**src/rtl/fifo_dest_demux_pkg.sv**
```systemverilog
// Shared types and defaults for the FIFO destination demux: FSM state encoding,
// default word/destination widths and a helper that extracts the destination field.
package fifo_dest_demux_pkg;

  localparam int DEFAULT_DATA_WIDTH = 10;
  localparam int DEFAULT_DEST_WIDTH = 2;

  typedef enum logic [1:0] {
    IDLE   = 2'd0,
    ACTIVE = 2'd1,
    HOLD   = 2'd2,
    ERROR  = 2'd3
  } demux_state_t;

  // Destination lives in the top bits of the word at the default widths.
  function automatic logic [DEFAULT_DEST_WIDTH-1:0] dest_field(
    input logic [DEFAULT_DATA_WIDTH-1:0] word
  );
    return word[DEFAULT_DATA_WIDTH-1 -: DEFAULT_DEST_WIDTH];
  endfunction

endpackage

```
**src/rtl/fifo_dest_demux_dest_word_counter.sv**
```systemverilog
// Single wrapping word counter; one instance per destination tracks delivered words.
module dest_word_counter #(
  parameter int CNT_WIDTH = 8
) (
  input  logic                 clk,
  input  logic                 reset,
  input  logic                 inc,
  output logic [CNT_WIDTH-1:0] count
);

  logic [CNT_WIDTH-1:0] count_reg;

  // Natural binary overflow provides the wrap back to zero.
  always_ff @(posedge clk or posedge reset) begin
    if (reset) begin
      count_reg <= '0;
    end else if (inc) begin
      count_reg <= count_reg + CNT_WIDTH'(1);
    end
  end

  assign count = count_reg;

endmodule

```
**src/rtl/fifo_dest_demux.sv**
```systemverilog
// Drains the upstream FIFO and routes each word to one of NUM_DEST downstream FIFOs.
// Define DEMUX_COUNT_EN to build the per-destination delivered-word counters.
module fifo_dest_demux
  import fifo_dest_demux_pkg::*;
#(
  parameter  int DATA_WIDTH = DEFAULT_DATA_WIDTH,
  parameter  int DEST_WIDTH = DEFAULT_DEST_WIDTH,
  parameter  int CNT_WIDTH  = 8,
  localparam int NUM_DEST   = 2**DEST_WIDTH
) (
  input  logic                  clk,
  input  logic                  reset,
  input  logic                  fifo_empty,
  input  logic [DATA_WIDTH-1:0] fifo_data,
  output logic                  fifo_pop,
  input  logic [NUM_DEST-1:0]   dest_almost_full,
  input  logic [NUM_DEST-1:0]   dest_full,
  output logic [DATA_WIDTH-1:0] data_out,
  output logic [NUM_DEST-1:0]   push_out,
  output logic                  idle,
  output logic                  error,
  input  logic [DEST_WIDTH-1:0] cnt_sel,
  output logic [CNT_WIDTH-1:0]  cnt_out
);

  demux_state_t          state_reg;
  demux_state_t          state_next;
  logic                  in_flight_reg;
  logic [DATA_WIDTH-1:0] data_out_reg;
  logic [NUM_DEST-1:0]   push_out_reg;
  logic                  error_reg;
  logic [DEST_WIDTH-1:0] word_dest;
  logic                  capture;
  logic                  overflow;
  logic                  deliver;

  assign word_dest = fifo_data[DATA_WIDTH-1 -: DEST_WIDTH];

  // A word that arrives after ERROR was entered is discarded rather than routed.
  assign capture  = in_flight_reg && (state_reg != ERROR);
  assign overflow = capture && dest_full[word_dest];
  assign deliver  = capture && !dest_full[word_dest];

  always_comb begin
    fifo_pop = 1'b0;
    if ((state_reg == IDLE || state_reg == ACTIVE) && !fifo_empty &&
        (dest_almost_full == '0)) begin
      fifo_pop = 1'b1;
    end
  end

  always_comb begin
    state_next = state_reg;
    unique case (state_reg)
      IDLE: begin
        if (!fifo_empty) state_next = ACTIVE;
      end
      ACTIVE: begin
        if (|dest_almost_full) state_next = HOLD;
        else if (fifo_empty)   state_next = IDLE;
      end
      HOLD: begin
        if (dest_almost_full == '0) state_next = fifo_empty ? IDLE : ACTIVE;
      end
      ERROR: state_next = ERROR;
      default: state_next = IDLE;
    endcase
    if (overflow) state_next = ERROR;
  end

  always_ff @(posedge clk or posedge reset) begin
    if (reset) begin
      state_reg     <= IDLE;
      in_flight_reg <= 1'b0;
      data_out_reg  <= '0;
      push_out_reg  <= '0;
      error_reg     <= 1'b0;
    end else begin
      state_reg     <= state_next;
      in_flight_reg <= fifo_pop;
      push_out_reg  <= '0;
      if (overflow) begin
        error_reg <= 1'b1;
      end
      if (deliver) begin
        push_out_reg <= NUM_DEST'(1) << word_dest;
        data_out_reg <= fifo_data;
      end
    end
  end

  assign data_out = data_out_reg;
  assign push_out = push_out_reg;
  assign error    = error_reg;
  assign idle     = (state_reg == IDLE) && !in_flight_reg && fifo_empty;

`ifdef DEMUX_COUNT_EN
  logic [CNT_WIDTH-1:0] count_arr [NUM_DEST];

  for (genvar gi = 0; gi < NUM_DEST; gi++) begin : g_cnt
    dest_word_counter #(
      .CNT_WIDTH(CNT_WIDTH)
    ) u_cnt (
      .clk   (clk),
      .reset (reset),
      .inc   (push_out_reg[gi]),
      .count (count_arr[gi])
    );
  end

  assign cnt_out = count_arr[cnt_sel];
`else
  logic unused_cnt_sel;
  assign unused_cnt_sel = ^cnt_sel;
  assign cnt_out        = '0;
`endif

endmodule

```
**config.mk**
```make
export PLATFORM = sky130hd
export DESIGN_NAME = fifo_dest_demux
export DESIGN_NICKNAME = d
export VERILOG_FILES = /design/src/rtl/fifo_dest_demux_pkg.sv /design/src/rtl/fifo_dest_demux_dest_word_counter.sv /design/src/rtl/fifo_dest_demux.sv
export SDC_FILE = /design/constraint.sdc
export NUM_CORES = 1
export LEC_CHECK = 0
export CAP_MARGIN = 10
export CORE_ASPECT_RATIO = 0.7
export CORE_MARGIN = 1
export CORE_UTILIZATION = 39
export DETAILED_ROUTE_END_ITERATION = 10
export MAX_ROUTING_LAYER = met4
export PLACE_DENSITY = 0.82
export SYNTH_ARGS = -nofsm -noshare
export SYNTH_HDL_FRONTEND = slang
export SYNTH_SLANG_ARGS = --single-unit
```
**constraint.sdc**
```tcl
create_clock -name clk -period 4 [get_ports clk]
set_input_delay 0.6 -clock clk [delete_from_list [all_inputs] [get_ports clk]]
set_output_delay 0.6 -clock clk [all_outputs]
set_load 0.03 [all_outputs]
```
---- Word-level counts from Yosys, hierarchy flattened ----
Index checks and enable logic that the tools add are counted.
operators by class
  $lt $le $gt $ge ......................... 1
  equal/unequal tests ..................... 7
  shifts and indexed selects .............. 1
  multiplexer cells ....................... 11
  reduce and logical (&&, ||, !) cells .... 15
operators with widths
  cell                                                                          number
  2-bit 2-to-1 mux                                                              5
  2-bit case mux with 4 select lines                                            1
  1-bit logical AND                                                             7
  3-bit inequality test, second input constant                                  2
  2-bit == test, second input constant                                          2
  4-bit zero test                                                               1
  4-bit 2-to-1 mux                                                              1
  4-bit by 3-bit inequality test with 1-bit output, second input constant       1
  4-bit OR reduction                                                            1
  1-bit by 2-bit << shifter with 4-bit output, first input constant             1
  1-bit zero test                                                               3
  2-bit by 3-bit less-than comparator with 1-bit output, second input constant  1
  1-bit 2-to-1 mux                                                              3
  3-bit AND reduction                                                           1
  1-bit binary-select mux with 2-bit select                                     1
  2-bit by 1-bit == test with 1-bit output, second input constant               1
  2-bit zero test                                                               1
  2-bit inequality test, second input constant                                  1
  1-bit logical OR                                                              1
storage, ports and cells
  register bits ........................... 18
  bits of input ports ..................... 23
  output and inout port bits .............. 25
  word-level logic and storage cells ...... 40

---- Longest topological paths before layout ----
Gate-level depths: netlist of run 1.
  depth in word-level cells ............... 5
  depth in mapped cells ................... 4
  gate-level depth less buffers ........... 3

---- Worst setup path before layout of run 1 ----
OpenSTA, ideal clock, no wires.
  kind .................................... input -> output
  start point ............................. input dest_almost_full[1]
  end point ............................... output fifo_pop
  arrival time ............................ 1895 ps
  required time ........................... 3400 ps
  setup slack ............................. 1505 ps
  cell stages on the path ................. 2
  buffers on the path ..................... 0
  cell sequence ........................... or4_1 nor3_1
between the ends
  word-level cells in the longest chain between the ends .. 3
ends and longest elaborated chain
  element            RTL line               text
  start, declared    fifo_dest_demux.sv:16  input logic [NUM_DEST-1:0] dest_almost_full,
  4-bit zero test    fifo_dest_demux.sv:47  (dest_almost_full == '0)) begin
  1-bit logical AND  fifo_dest_demux.sv:46  if ((state_reg == IDLE || state_reg == ACTIVE) && !fifo_empty &&
  1-bit 2-to-1 mux   fifo_dest_demux.sv:46
  end, declared      fifo_dest_demux.sv:15  output logic fifo_pop,
No other way between the ends.

---- Final worst setup path of run 1 ----
Same ends and word-level chain as after synthesis.

==> results.toml, run 1 <==
[status]
status = "complete, but fails checks"
violations = "design-rule violations"

[timing]
slew_violations = 0
rsz0062_at_grt = "no"
timing.hold.ws_ns = 0.4682
maxSlewHeadroom_pct = 56.32
setup_viol = 0
post-route-period-util_pct = 78.70
period_minus_slack_ns = 3.148
setup_tns_ns = 0
hold_viol_final = 0
skew_ns = 0.001496
setup_slack_ns = 0.8521
tightestPinTransition_ns = 0.6544
clock.fmax_ghz = 0.3177

[power_and_ir_drop]
ir_worst_vdd_mv = 0.1745
p_per_area_mw_per_mm2 = 363.7
power.leakage_uw = 0.0005375
power.total_uw = 442.3

[synthesis]
ys.flop_type = "dfrtp_1"
synthTopCellsByArea = "dfrtp_1 (55%), mux2_2 (9.6%), buf_4 (7.3%)"
ys_seq_area_share_pct = 54.71
synth_top_area_share_pct = 54.71
syn_avg_cell_area_sq_um = 12.67
synth_area_leader_cell = "dfrtp_1"
syn_inst = 65
synthArstFlopShare_pct = 100.0
ys_types = 24
synth_edf_count = 0
synth-seq-cells = 18
syn-cell-area_sq_um = 823.3
ys_warn_count = 0

[cells_and_area]
diodes = 0
layout-drive-gt1-share_pct = 13.59
syn_to_final_growth_pct = 47.72
stdcell_count = 125
largest_register_ffs = 10
final_nets = 127

[grt]
use_met3_pct = 5.806
grt_first_pass_wirelength_um = 2401
grt_max_degree = 19
use_met1_pct = 17.54
grtUsageTotal_pct = 15.04
overflow = 0
grt_antenna_before_repair = 0
first_global_vias = 570
met2_usage_pct = 25.59
top_usage_layer = "met2"

[worst_setup_path]
crit_type = "input pin to output pin"
crit_required_ns = 3.40
worstSetupStartpointType = "input pin"
crit_arrival_ns = 2.55
path_max_fanout = 4
critPathCaptureType = "output pin"

[detailed_routing]
drtPass1Iterations = 6
wl_um = 1595
drc = 7
via_per_inst = 4.952
wl_per_cell_um = 12.76
final_antenna_net_count = 0
vias = 619
drtIter0Drc = 13

[clock_tree]
path_clk_slew_ns = 0.10
root_buffer = "clkbuf_4"
cts_max_level = 1
clock_sinks = 18
cts_resized = 0
clk_latency_ns = 0.29
cts-buffers-inserted = 3
hold_buffers = 0
post-cts-setup-buffers = 0
cts_tree = "built"
clock_path_buffers = 2

[die]
placement_rows = 13
die_area_sq_mm = 0.002302
start_util_pct = 42.89
die_width_um = 56.92
fp.dieH_um = 40.44
io_pins = 48
core_sq_mm = 0.001919

[placement]
dp_slack_ns = 0.8388
dp_hpwl_um = 1251
gp_congestion = 0.7475
numPortBuffers = 37
placed_cells = 121

[job]
maxCapViolations = 0

[worst_hold_path]
hp-class = "flop to flop"
## through the flow
stage / cell area (sq um) / utilization [%]
after CTS: 1216 / 63.36
after global routing: 1216 / 63.36
final: 1216 / 63.36
after detailed placement: 1180 / 61.47
after global placement: 1180 / 61.47
after floorplan: 849.6 / -
## routing by layer
| layer | vias up | wire length [um] |
|---|---|---|
| li1 | 291 | - |
| met1 | 297 | 669 |
| met2 | 29 | 779 |
| met3 | 2 | 138 |
| met4 | 0 | 8 |
| met5 | - | 0 |
## worst paths after layout
kind,startpoint,end,cells after the start,slack (ns)
min,error,error,1,0.47
min in group asynchronous,reset,data_out[0],2,0.69
max,dest_almost_full[1],fifo_pop,4,0.85
min reg2reg,error,error,1,0.47
max in group asynchronous,reset,data_out[9],2,2.90
max reg2reg,state_reg[1],data_out[1],3,2.56
## cells by family (layout without fill, tap and decap cells)
family                 Yosys count  after routing  synth area share [%]
AO/OA/AOI/OAI                   10             10                 7.904
buffers and inverters           12             43                 9.120
flip-flops                      18             18                 54.71
multiplexers                    12             12                 17.63
other                            1              8                0.4555
AND/OR/NAND/NOR                 12             12                 10.18
## Yosys cell counts (all sizes together) (2+ instances only)
| cell | n |
|---|---|
| mux2 | 10 |
| o21ai | 3 |
| nor2 | 2 |
| clkbuf | 2 |
| a21oi | 2 |
| nor4b | 2 |
| dfrtp | 18 |
| nand2 | 3 |
| buf | 8 |
| inv | 2 |
| nor3 | 2 |
## worst max-delay path, cell delays in order
cell	delay, ns
clkdlybuf4s50_1	0.39
or4_1	0.59
nor3_1	0.24
clkdlybuf4s50_1	0.72
## area by class of cell
| cell class | instances | area [sq um] |
|---|---|---|
| clock buffer | 4 | 36.28 |
| fill | 167 | 703.2 |
| inverter | 2 | 7.507 |
| multi-input combinational | 42 | 324.1 |
| sequential | 18 | 450.4 |
| tap | 22 | 27.53 |
| timing repair buffer | 37 | 370.4 |
## power breakdown
| part | leakage [uW] | switching (uW) | internal (uW) |
|---|---|---|---|
| registers | 0.000230 | 18.3 | 200 |
| clock network | 0.0000210 | 56.3 | 55.5 |
| logic | 0.000287 | 58.6 | 53.7 |
| total | 0.000538 | 133 | 309 |
## placed cells by master (no fill, tap or decap), types with 2 or more instances in the layout
cell / count
clkdlybuf4s50_1: 37
dfrtp_1: 18
conb_1: 8
mux2_2: 7
mux2_1: 3
o21ai_0: 3
nand2_1: 3
clkbuf_4: 3
inv_1: 2
a21oi_1: 2
nor3_1: 2
nor4b_1: 2
No activity file was read; power rests on OpenSTA's default activity.
==> run 2, diff against run 1 <==
Settings changed: CORE_UTILIZATION 39 to 36, PLACE_DENSITY 0.82 to 0.77.
Clock period 4 ns to 3.15 ns, I/O delays scaled along.
==> results.toml, run 2 (synthesis gave the netlist of run 1 again) <==
[placement]
numPortBuffers = 37
dp_hpwl_um = 1321
dp_slack_ns = 0.1776
gp_congestion = 0.7629

[detailed_routing]
drtPass1Iterations = 4
via_per_inst = 4.519
vias = 610
wl_per_cell_um = 12.30
highest_layer = "met4"
met3_length_um = 132
wl_um = 1661
drtIter0Drc = 11
final_antenna_net_count = 0
met2_length_um = 803
drc = 0
drt-met1-wl_um = 706

[die]
placement_rows = 14
start_util_pct = 38.21
core_sq_mm = 0.002155
io_pins = 48
die_area_sq_mm = 0.002485
fp.dieH_um = 42.01
die_width_um = 59.16

[timing]
setup_viol = 0
clock.fmax_ghz = 0.3402
tightestPinTransition_ns = 0.6677
slew_violations = 0
skew_ns = 0.001884
rsz0062_at_grt = "no"
hold_viol_final = 0
setup_tns_ns = 0
post-route-period-util_pct = 93.32
setup_slack_ns = 0.2104
maxSlewHeadroom_pct = 55.44
period_minus_slack_ns = 2.940

[grt]
first_global_vias = 617
grt_first_pass_wirelength_um = 2718
grt_antenna_before_repair = 0
grt_max_degree = 19
grtUsageTotal_pct = 15.83
overflow = 0

[power_and_ir_drop]
power_switching_share_pct = 29.75
pwr-share-comb_pct = 25.7
seqPwrFrac_pct = 49.7
power.leakage_uw = 0.0005375
pwr-share-clk_pct = 24.5
p_int_uw = 392.7
p_switching_uw = 166.3
p_per_area_mw_per_mm2 = 454.9
ir_worst_vdd_mv = 0.1750

[clock_tree]
clock_path_buffers = 2
cts_resized = 0
clock_sinks = 18
clk_latency_ns = 0.28
root_buffer = "clkbuf_4"
cts_tree = "built"
path_clk_slew_ns = 0.09
hold_buffers = 0
post-cts-setup-buffers = 0
cts_max_level = 1
cts-buffers-inserted = 3

[worst_setup_path]
crit_arrival_ns = 2.47
crit_type = "input pin to output pin"
critPathCaptureType = "output pin"
worstSetupStartpointType = "input pin"
path_max_fanout = 4
crit_required_ns = 2.68

[cells_and_area]
layout-drive-gt1-share_pct = 13.59
final_nets = 127
final_cell_mix = "clkdlybuf4s50_1 (37), dfrtp_1 (18), conb_1 (8)"
largest_register_ffs = 10
regArea_sq_um = 450.4
multi_input_area_sq_um = 324.1
n_fill_cell = 202
diodes = 0
syn_to_final_growth_pct = 49.24
final_common_cell = "clkdlybuf4s50_1"

[job]
maxCapViolations = 0

[worst_hold_path]
hp-class = "flop to flop"

[status]
status = "complete, no violations"
-- run 2: critical path, cell delays in order --
cell and delay [ns]:
clkdlybuf4s50_1 0.39, or4_1 0.59, nor3_1 0.28, clkdlybuf4s50_1 0.73
-- run 2: metrics by stage --
stage                     hold WS, ns  utilization, %  total power, uW  std cells  instance area (sq um)
after floorplan                0.4111               -            367.2         72                  849.6
final                          0.4913           57.03            558.9        135                   1229
after CTS                      0.4980           57.03            566.8        135                   1229
after global placement         0.4490           55.34            420.5        131                   1192
after detailed placement       0.4748           55.34            428.4        131                   1192
after global routing           0.5256           57.03            593.5        135                   1229
-- run 2: layer usage --
layer  vias to the layer above  GRT usage (%)
li1                        287              -
met3                         2          5.247
met1                       287          16.87
met2                        34          26.59
met5                         -              -
met4                         0          7.143
-- run 2: power by group through the flow --
stage	registers, uW	clock network (uW)	logic [uW]
after floorplan	299	0	68.2
after global placement	280	0	140
after detailed placement	282	0	147
after CTS	278	143	146
after global routing	282	157	154
final	278	137	144
-- run 2: cell type report --
cell class                      instances  area share (%)
Inverter                                2          0.6110
Sequential cell                        18           36.66
Clock buffer                            4           2.953
Tap cell                               32           3.259
Timing Repair Buffer                   37           30.14
Multi-Input combinational cell         42           26.37
-- run 2: worst paths after layout --
path                            slack [ns]                 from             to  depth (start not counted)
worst max-delay path                  0.21  dest_almost_full[1]       fifo_pop                          4
worst min-delay path                  0.49                error          error                          1
worst max register to register        1.71         state_reg[1]    data_out[5]                          3
worst min register to register        0.49                error          error                          1
max in group asynchronous             2.15                reset  in_flight_reg                          2
min in group asynchronous             0.58                reset    data_out[6]                          2
